`config.mk`:
```
export PLATFORM = sky130hd
export DESIGN_NAME = out_port_reader_flat
export DESIGN_NICKNAME = d
export VERILOG_FILES = /design/src/rtl/switch_pkg.sv /design/src/rtl/out_port_reader_if.sv /design/src/rtl/out_port_reader_rr_pick.sv /design/src/rtl/out_port_reader.sv /design/src/flat_wrapper.sv
export SDC_FILE = /design/constraint.sdc
export NUM_CORES = 1
export LEC_CHECK = 0
export CAP_MARGIN = 20
export CORE_MARGIN = 2
export CORE_UTILIZATION = 45
export CTS_BUF_LIST = sky130_fd_sc_hd__clkbuf_8
export DETAILED_ROUTE_END_ITERATION = 10
export PLACE_DENSITY_LB_ADDON = 0.05
export SLEW_MARGIN = 30
export SYNTH_ARGS = -nofsm -noshare
export SYNTH_HDL_FRONTEND = slang
export SYNTH_SLANG_ARGS = --single-unit
```
`constraint.sdc`:
```
create_clock -name clk -period 3.1 [get_ports clk]
set_input_delay 0.93 -clock clk [delete_from_list [all_inputs] [get_ports clk]]
set_output_delay 0.93 -clock clk [all_outputs]
set_load 0.01 [all_outputs]
```
`src/rtl/switch_pkg.sv`:
```
// switch_pkg: parameters and buffered-entry type shared by the switch, the
// per-port readers and the tx side.
package switch_pkg;
   localparam int PORT_NUB_TOTAL = 4;
   localparam int DATA_WIDTH     = 8;
   localparam int WIDTH_SEL      = $clog2(PORT_NUB_TOTAL);
   typedef struct packed {
      logic [WIDTH_SEL-1:0]  src;
      logic [DATA_WIDTH-1:0] data;
   } entry_t;
endpackage

```
`src/rtl/out_port_reader_if.sv`:
```
// out_port_reader_if: valid/ready output stream of an output-port reader.
// m_valid/m_data/m_src flow master->slave, m_ready flows slave->master.
interface out_port_reader_if import switch_pkg::*; #(
   parameter int DW = DATA_WIDTH,
   parameter int SW = WIDTH_SEL
) ();
   logic          m_valid;
   logic          m_ready;
   logic [DW-1:0] m_data;
   logic [SW-1:0] m_src;
   modport master (output m_valid, m_data, m_src, input m_ready);
   modport slave (input m_valid, m_data, m_src, output m_ready);
endinterface

```
`src/rtl/out_port_reader_rr_pick.sv`:
```
// rr_pick: combinational cyclic priority search.
// req: request vector, ptr: highest-priority index,
// gnt_idx: first requesting index from ptr upward (mod N), any: some request.
module rr_pick import switch_pkg::*; #(
   parameter int N = PORT_NUB_TOTAL,
   parameter int W = $clog2(N)
) (
   input  logic [N-1:0] req,
   input  logic [W-1:0] ptr,
   output logic [W-1:0] gnt_idx,
   output logic         any
);
   logic [W-1:0] w_idx;
   // Walk offsets from farthest to nearest so the nearest request wins.
   always_comb begin
      gnt_idx = '0;
      w_idx = '0;
      for (int k = N - 1; k >= 0; k--) begin
         w_idx = W'((int'(ptr) + k) % N);
         if (req[w_idx]) gnt_idx = w_idx;
      end
   end
   assign any = |req;
endmodule

```
`src/rtl/out_port_reader.sv`:
```
// out_port_reader: round-robin read scheduler for one switch output port.
// clk/rst: clock, sync active-high reset; empty: per-source queue empty flags;
// rd_en/rd_sel: read strobe and source select; rd_data: word one cycle later;
// m: valid/ready output stream of {src, data}.
module out_port_reader import switch_pkg::*; #(
   parameter int PORT_NUB   = PORT_NUB_TOTAL,
   parameter int DATA_WIDTH = switch_pkg::DATA_WIDTH,
   parameter int DEPTH      = 2,
   localparam int WIDTH_SEL = $clog2(PORT_NUB)
) (
   input  logic                  clk,
   input  logic                  rst,
   input  logic [PORT_NUB-1:0]   empty,
   output logic                  rd_en,
   output logic [WIDTH_SEL-1:0]  rd_sel,
   input  logic [DATA_WIDTH-1:0] rd_data,
   out_port_reader_if.master     m
);
   localparam int AW = $clog2(DEPTH);
   localparam int OW = $clog2(DEPTH + 1);
   logic [WIDTH_SEL-1:0]  r_ptr, r_infl_src, w_pick;
   logic                  r_infl, w_any, w_pop, w_credit;
   logic [OW-1:0]         r_occ;
   logic [AW-1:0]         r_wp, r_rp;
   logic [WIDTH_SEL-1:0]  r_src [DEPTH];
   logic [DATA_WIDTH-1:0] r_data [DEPTH];

   function automatic logic [AW-1:0] nxt(input logic [AW-1:0] a);
      return a == AW'(DEPTH - 1) ? '0 : a + 1'b1;
   endfunction

   rr_pick #(.N(PORT_NUB), .W(WIDTH_SEL)) u_pick (
      .req(~empty), .ptr(r_ptr), .gnt_idx(w_pick), .any(w_any)
   );

   assign w_pop = m.m_valid & m.m_ready;
   // The in-flight word already owns a slot; a pop this cycle frees one.
   assign w_credit = (r_occ + OW'(r_infl) - OW'(w_pop)) < OW'(DEPTH);
   assign rd_en = !rst & w_credit & w_any;
   assign rd_sel = rd_en ? w_pick : '0;
   assign m.m_valid = r_occ != '0;
   assign m.m_data = m.m_valid ? r_data[r_rp] : '0;
   assign m.m_src = m.m_valid ? r_src[r_rp] : '0;

   always_ff @(posedge clk) begin
      if (rst) begin
         r_ptr <= '0;
         r_infl <= 1'b0;
         r_infl_src <= '0;
         r_occ <= '0;
         r_wp <= '0;
         r_rp <= '0;
      end else begin
         r_infl <= rd_en;
         if (rd_en) begin
            r_ptr <= w_pick == WIDTH_SEL'(PORT_NUB - 1) ? '0 : w_pick + 1'b1;
            r_infl_src <= w_pick;
         end
         if (r_infl) begin
            r_src[r_wp] <= r_infl_src;
            r_data[r_wp] <= rd_data;
            r_wp <= nxt(r_wp);
         end
         if (w_pop) r_rp <= nxt(r_rp);
         r_occ <= r_occ + OW'(r_infl) - OW'(w_pop);
      end
   end

   a_no_overflow: assert property (@(posedge clk) disable iff (rst)
      !(r_infl && !w_pop && r_occ == OW'(DEPTH)));
endmodule
```
`src/flat_wrapper.sv`:
```
// flat-port wrapper written by rule: the top's interface ports become plain ports
module out_port_reader_flat import switch_pkg::*;
#(
   parameter int PORT_NUB   = PORT_NUB_TOTAL,
   parameter int DATA_WIDTH = switch_pkg::DATA_WIDTH,
   parameter int DEPTH      = 2,
   localparam int WIDTH_SEL = $clog2(PORT_NUB)
)
  (clk, rst, empty, rd_en, rd_sel, rd_data, m_m_valid, m_m_data, m_m_src, m_m_ready);
  out_port_reader_if m_i ();
  input  logic clk;
  input  logic rst;
  input  logic [PORT_NUB-1:0] empty;
  output logic rd_en;
  output logic [WIDTH_SEL-1:0] rd_sel;
  input  logic [DATA_WIDTH-1:0] rd_data;
  output wire logic [$bits(m_i.m_valid)-1:0] m_m_valid;
  output wire logic [$bits(m_i.m_data)-1:0] m_m_data;
  output wire logic [$bits(m_i.m_src)-1:0] m_m_src;
  input wire logic [$bits(m_i.m_ready)-1:0] m_m_ready;
  assign m_m_valid = m_i.m_valid;
  assign m_m_data = m_i.m_data;
  assign m_m_src = m_i.m_src;
  assign m_i.m_ready = m_m_ready;
  out_port_reader #(.PORT_NUB(PORT_NUB), .DATA_WIDTH(DATA_WIDTH), .DEPTH(DEPTH)) u_core (.clk(clk), .rst(rst), .empty(empty), .rd_en(rd_en), .rd_sel(rd_sel), .rd_data(rd_data), .m(m_i));
endmodule
```
==> metrics.txt, run 1 <==
status=finished, violations left; Clock Skew=3.63 ps; Yosys cell types=30; largest family of logic cells by synthesized area=simple AND/OR/NAND/NOR gates; H-tree depth=2; Synth Area in Adders=2.00%; Hold Buf Count CTS=0; cts bufs inserted=5; GPL Wtd Cong=0.746; first-pass GRT wire length=3.93 mm; clock-pin slew on the worst setup and hold paths=60 ps; unrepaired setup endpoints after global routing=true; total track usage=16.7%; pre-CTS WS=-888 ps; Final period util=102%; Max Transition Viols Final=0; final setup violation count=3; clock power share=21.3%; Post-Synth XOR/XNOR Area=3.30%; post-route insts no fill=179; post-synthesis sequential area ratio=63.9%; post-synth design cell area=1250 um2; combinational share of power=43.7%; die width=56.8 um; critical-path maximum fanout=4; Final ANT Viol Nets=0; post-synthesis mux area share=7.99%; CP Capture Type=output pin; syn nets=116; P_sw=543 uW; FILL cells=221; P_int=1200 uW; Worst-Margin Slew=587 ps; Post-synth EDFFs=20; final worst setup slack=-66.4 ps; CP peak stage delay=270 ps; hold_ws=455 ps; Worst Path Arrival=2240 ps; Routed wire per std cell=13.4 um; Crit Path Class=in2out; dominant synthesized flop cell=edfxtp_1; Reg power frac=34.9%; asr flop ratio synth=0%; Die Span Y=56.8 um; Clock Latency Late Sink=270 ps; buffer and inverter count on the worst path=3; Ant. Diodes=0; Max Cap Viol=0; Critical Path Source Type=primary input; CP max stage cell=ha_4; PortBufs=28; Switching Fraction=31.2%; Synth Warn #=0; drt initial violations=16; via count=902; vias per std cell=5.04; NumNets Final=164; critical path cell sequence=buf_6 -> nor2b_4 -> ha_4 -> inv_2 -> ha_4 -> xnor3_2 -> o21a_4 -> nand2b_4 -> nor2_4 -> buf_6; wirelength, routed=2.40 mm; residual DRC count=0; failing checks=setup timing; max_slew headroom=60.8%; I/O pin count=29; fmax=316 MHz; largest net degree at the start of global routing=12; Syn Inst Count=99; Critical Path RT=2170 ps; initial antenna violation count=0; Leak Pwr=0.000712 uW; core area=2710 um2; Initial Utilization=46.2%; Worst IR Drop VDD=0.804 mV; first drt pass iteration count=4; CTS root buf=clkbuf_8; Yosys reg bits=30; layout cells sized above 1=27.7%; Synth Area in Compound Gates=8.99%; synthesized area per cell=12.7 um2; gr ovfl total=0; final hold viol count=0; simple-gate share of the synthesized area=11.0%; Detailed Place HPWL=1.65 mm; CTS max path bufs=2; Inst Count DP=169; Rows=19; Hold Path Class=reg2reg; Power Dens Cells=941 nW/um2; number of clock sinks=30; Crit path max-delay family=adder cells; vias in the first global route=909; CTS tree=yes; die area=3220 um2; Final Critical Period=3170 ps; Area Overhead vs Synth=47.8%
-- flip-flops by register name, summed over array words and instances (netlist names), named ones only --
name,flops
u_core.r_ptr,2
u_core.r_src,4
u_core.r_rp,1
u_core.r_occ,2
u_core.r_infl_src,2
u_core.r_infl,1
u_core.r_data,16
u_core.r_wp,1
-- cells in the mapped netlist, types with 2 or more instances --
cell / count / share of area (%)
nand3b_1: 2 / 1.2
nor2_1: 17 / 5.1
xnor2_1: 2 / 1.4
inv_1: 4 / 1.2
nor3_1: 2 / 0.80
dfxtp_1: 10 / 16
nor2b_1: 2 / 1.0
edfxtp_1: 20 / 48
nand2_1: 2 / 0.60
o21ai_0: 2 / 0.80
a21oi_1: 4 / 1.6
ha_1: 2 / 2.0
clkbuf_1: 2 / 0.60
mux2i_1: 10 / 8.0
o21ai_1: 2 / 0.80
inv_2: 2 / 0.60
-- timing repair --
| item | in CTS | in global routing |
|---|---|---|
| setup buffers | 1 | 1 |
| pin swaps | 4 | 0 |
| setup endpoints to repair | 3 | 3 |
| resized for setup | 27 | 0 |
-- power by group through the flow --
stage | logic, uW | registers, uW | clock network [uW]
finish | 761 | 608 | 372
global route | 835 | 619 | 403
CTS | 767 | 607 | 380
detailed placement | 719 | 613 | 0
global placement | 702 | 608 | 0
floorplan | 407 | 580 | 0
-- layout make-up --
| cell class | count | area [um2] | area share (%) |
|---|---|---|---|
| inverter | 6 | 22.5 | 1.22 |
| sequential | 30 | 801 | 43.3 |
| clock buffer | 5 | 68.8 | 3.72 |
| multi-input combinational | 60 | 475 | 25.7 |
| tap | 31 | 38.8 | 2.10 |
| clock inverter | 3 | 40.0 | 2.16 |
| timing repair buffer | 44 | 404 | 21.8 |
-- cell usage in the layout (no fill, tap or decap), drive strengths merged --
cell type,instances
o21a,1
dfxtp,10
o211ai,1
a21o,1
bufinv,1
xnor2,2
clkdlybuf4s50,23
nor3b,1
buf,20
o21bai,1
dlygate4sd2,1
ha,2
a21oi,4
mux2i,10
nand2b,2
o21ai,5
a221o,1
edfxtp,20
nor2,17
nand2,2
inv,6
clkbuf,5
nor2b,2
o21ba,1
o2bb2ai,1
or2,1
nor3,2
clkinv,2
xnor3,1
nand3b,2
-- stage by stage --
stage / utilization (%) / power [uW] / setup TNS, ps / cell area [um2]
floorplan: - / 988 / 0 / 1280
global placement: 62.4 / 1310 / -2550 / 1690
detailed placement: 62.4 / 1330 / -2610 / 1690
CTS: 68.0 / 1750 / -201 / 1840
global route: 68.3 / 1860 / -376 / 1850
finish: 68.3 / 1740 / -192 / 1850
-- path summary, 6_finish.rpt --
| kind | start | end | slack (ps) | depth (start not counted) |
|---|---|---|---|---|
| max | m_m_ready | rd_sel[1] | -70 | 10 |
| min | u_core.r_infl_src[0]$_SDFFE_PP0P_ | u_core.r_src[0][0]$_DFFE_PP_ | 450 | 0 |
| max reg2reg | u_core.r_occ[0]$_SDFF_PP0_ | u_core.r_ptr[0]$_SDFFE_PP0P_ | 1160 | 10 |
| min reg2reg | u_core.r_infl_src[0]$_SDFFE_PP0P_ | u_core.r_src[0][0]$_DFFE_PP_ | 450 | 0 |
-- routing by layer --
layer	global-route usage (%)	vias to the layer above	part of all wire, %
met1	17.8	426	42
li1	-	448	-
met4	6.98	0	0.75
met3	6.22	2	5.3
met2	29.6	26	52
met5	0	-	0
-- kinds of logic after synthesis --
family,count (synthesis)
adders and majority gates,2
buffers and inverters,9
xor gates and xnor gates,3
DFF,30
muxes,10
AOI/OAI and AO/OA,16
and+or+nand+nor,29
(Power assumes the default switching activity.)
==> run 2: changes to the inputs <==
--- a/config.mk
+++ b/config.mk
@@ -9,6 +9,7 @@
 export CORE_MARGIN = 2
 export CORE_UTILIZATION = 45
 export CTS_BUF_LIST = sky130_fd_sc_hd__clkbuf_8
+export CTS_CLUSTER_SIZE = 16
 export DETAILED_ROUTE_END_ITERATION = 10
 export PLACE_DENSITY_LB_ADDON = 0.05
 export SLEW_MARGIN = 30
==> results of run 2 <==
Final layout, timing and power as in run 1 (identical DEF).
==> run 3: changes to the inputs <==
--- a/config.mk
+++ b/config.mk
@@ -11,6 +11,7 @@
 export CTS_BUF_LIST = sky130_fd_sc_hd__clkbuf_8
 export CTS_CLUSTER_SIZE = 16
 export DETAILED_ROUTE_END_ITERATION = 10
+export MAX_ROUTING_LAYER = met4
 export PLACE_DENSITY_LB_ADDON = 0.05
 export SLEW_MARGIN = 30
 export SYNTH_ARGS = -nofsm -noshare
==> run 3 against run 2 <==
Against the previous run:
- the flow still finishes with violations (setup timing)
- maximum frequency hardly changed
- via count stayed put
- design area stayed put
- cell count stayed put
- routed wire length is 0.54% higher
- utilization stayed put
- die area stayed put
- worst hold slack hardly changed
- sequential share of layout area stayed put
- clock skew hardly changed
- power is 0.18% higher
- critical path type unchanged
- largest cell class unchanged
- largest power group unchanged
- highest routed layer unchanged
==> metrics.txt, run 3 (synthesized netlist as in run 1, its figures left out) <==
met3 Use GR=6.22% (unchanged); Rows=19 (unchanged); Final ANT Viol Nets=0 (unchanged); CP max stage cell=ha_4; cts bufs inserted=5 (unchanged); residual DRC count=0 (unchanged); core area=2710 um2 (unchanged); unrepaired setup endpoints after global routing=true; Max Cap Viol=0 (unchanged); most frequent cells in the layout=clkdlybuf4s50_1 (23), edfxtp_1 (20), buf_4 (16); RR Endpoint=u_core.r_ptr[0]$_SDFFE_PP0P_; total chip power=1740 uW (+0.18%); CTS root buf=clkbuf_8; Detailed Place HPWL=1.65 mm (unchanged); first drt pass iteration count=4 (unchanged); drt initial violations=13 (-3); Critical Path RT=2170 ps (about the same); fmax=316 MHz (about the same); Critical Path Source Type=primary input; Worst-Margin Slew=587 ps (-0.392 ps); via count=902 (unchanged); vias in the first global route=908 (-0.11%); commonest non-fill, non-tap cell in the layout=clkdlybuf4s50_1; Crit Path Class=in2out; Clock Skew=3.78 ps (+0.157 ps); Power Dens Cells=942 nW/um2 (+0.18%); Initial Utilization=46.2% (unchanged); largest net degree at the start of global routing=12 (unchanged); Hold Path Class=reg2reg; Reg2Reg Launch Point=u_core.r_occ[0]$_SDFF_PP0_; Worst Path Arrival=2240 ps (about the same); Inst Count DP=169 (unchanged); vias per std cell=5.04 (unchanged); Clock Latency Late Sink=270 ps (about the same); Worst IR Drop VDD=0.804 mV (about the same); clock-pin slew on the worst setup and hold paths=60 ps (about the same); failing checks=setup timing; critical path cell sequence=buf_6 -> nor2b_4 -> ha_4 -> inv_2 -> ha_4 -> xnor3_2 -> o21a_4 -> nand2b_4 -> nor2_4 -> buf_6; PortBufs=28 (unchanged); buffer and inverter count on the worst path=3 (unchanged); wirelength, routed=2.42 mm (+0.54%); Leak Pwr=0.000712 uW (unchanged); GPL Wtd Cong=0.755 (+1.3%); number of flip-flops in the largest register=16 (unchanged); Final Critical Period=3170 ps (+0.385 ps); hold endpoint=u_core.r_src[0][0]$_DFFE_PP_; H-tree depth=2 (unchanged); CP peak stage delay=270 ps (about the same); final setup violation count=3 (unchanged); GR Layer Usage met2=29.6% (unchanged); first-pass GRT wire length=3.93 mm (unchanged); final hold viol count=0 (unchanged); total track usage=17.2% (+0.47 points); FF-to-FF setup slack=1160 ps (about the same); Most flops, register=u_core.r_data; post-route insts no fill=179 (unchanged); layout cells sized above 1=27.7% (unchanged); CTS max path bufs=2 (unchanged); biggest regs=u_core.r_data x16, u_core.r_src x4; Area Overhead vs Synth=47.8% (unchanged); CP Capture Type=output pin; Routed wire per std cell=13.5 um (+0.54%); worst hold path cell count=0 (unchanged); initial antenna violation count=0 (unchanged); die area=3220 um2 (unchanged); Worst Setup SP=m_m_ready; GR peak layer=met2; Final period util=102% (about the same); max_slew headroom=60.8% (about the same); Max Transition Viols Final=0 (unchanged); I/O pin count=29 (unchanged); NumNets Final=164 (unchanged); Crit path max-delay family=adder cells; gr ovfl total=0 (unchanged); min-delay src=u_core.r_infl_src[0]$_SDFFE_PP0P_; number of clock sinks=30 (unchanged); final worst setup slack=-66.8 ps (-0.385 ps); CTS tree=yes; GR Util met1=17.8% (unchanged); R2R cell count=10 (unchanged); Die Span Y=56.8 um (unchanged); status=finished, violations left; critical-path maximum fanout=4 (unchanged); hold_ws=455 ps (+0.0220 ps); die width=56.8 um (unchanged); Ant. Diodes=0 (unchanged)
## run 3: cell counts in the layout (fill, tap and decap cells not counted)
No cell type changed its count.
## run 3: how the worst max path moves through the flow
stage          cells after the start        end
3_5_place_dp                      10  rd_sel[1]
3_3_place_gp                      10  rd_sel[1]
2_1_floorplan                      8  rd_sel[0]
4_1_cts                           10  rd_sel[1]
5_1_grt                           10  rd_sel[0]
6_report                          10  rd_sel[1]
## run 3: stage by stage
step / utilization [%] / setup TNS (ps) / worst slack (ps) / cell area, um2
after floorplan: - / 0 / 15.0 / 1280
after global placement: 62.4 / -2550 / -866 / 1690
after detailed placement: 62.4 / -2610 / -888 / 1690
after CTS: 68.0 / -201 / -70.3 / 1840
after global routing: 68.3 / -376 / -133 / 1850
final: 68.3 / -192 / -66.8 / 1850
## run 3: power by group
part,switching (uW),internal [uW],total (uW),leakage [uW]
combinational,335,428,763,0.000388
clock,136,236,372,0.0000579
sequential,75.3,533,609,0.000266
total,546,1200,1740,0.000712
## run 3: worst register-to-register path: stages (launching register included)
cell and delay, ps:
dfxtp_1 330, nor2_1 230, nor2b_4 80, ha_4 270
inv_2 30, ha_4 140, xnor3_2 230, o21a_4 150
buf_4 140, o21bai_2 90, o21ba_1 140
## run 3: timing repair
| action | in CTS | in global routing |
|---|---|---|
| resized for setup | 27 | 0 |
| hold buffers | 0 | 0 |
| gates cloned | 0 | 0 |
| hold endpoints to repair | 0 | 0 |
| endpoints found under the setup margin | 3 | 3 |
| pin swaps | 4 | 0 |
| buffers inserted | 1 | 1 |
## run 3: metal layers
layer  part of all wire [%]  routed length (um)  vias up
li1                       -                   -      449
met1                     43                1040      430
met2                     52                1250       21
met3                    4.5                 108        2
met4                   0.58                  14        0
met5                      0                   0        -
## run 3: layout make-up
class                   count  area [um2]
clock buffers               5        68.8
clock inverters             3        40.0
fillers                   221         860
inverters                   6        22.5
multi-input cells          60         475
flip-flops and latches     30         801
well taps                  31        38.8
repair buffers             44         404
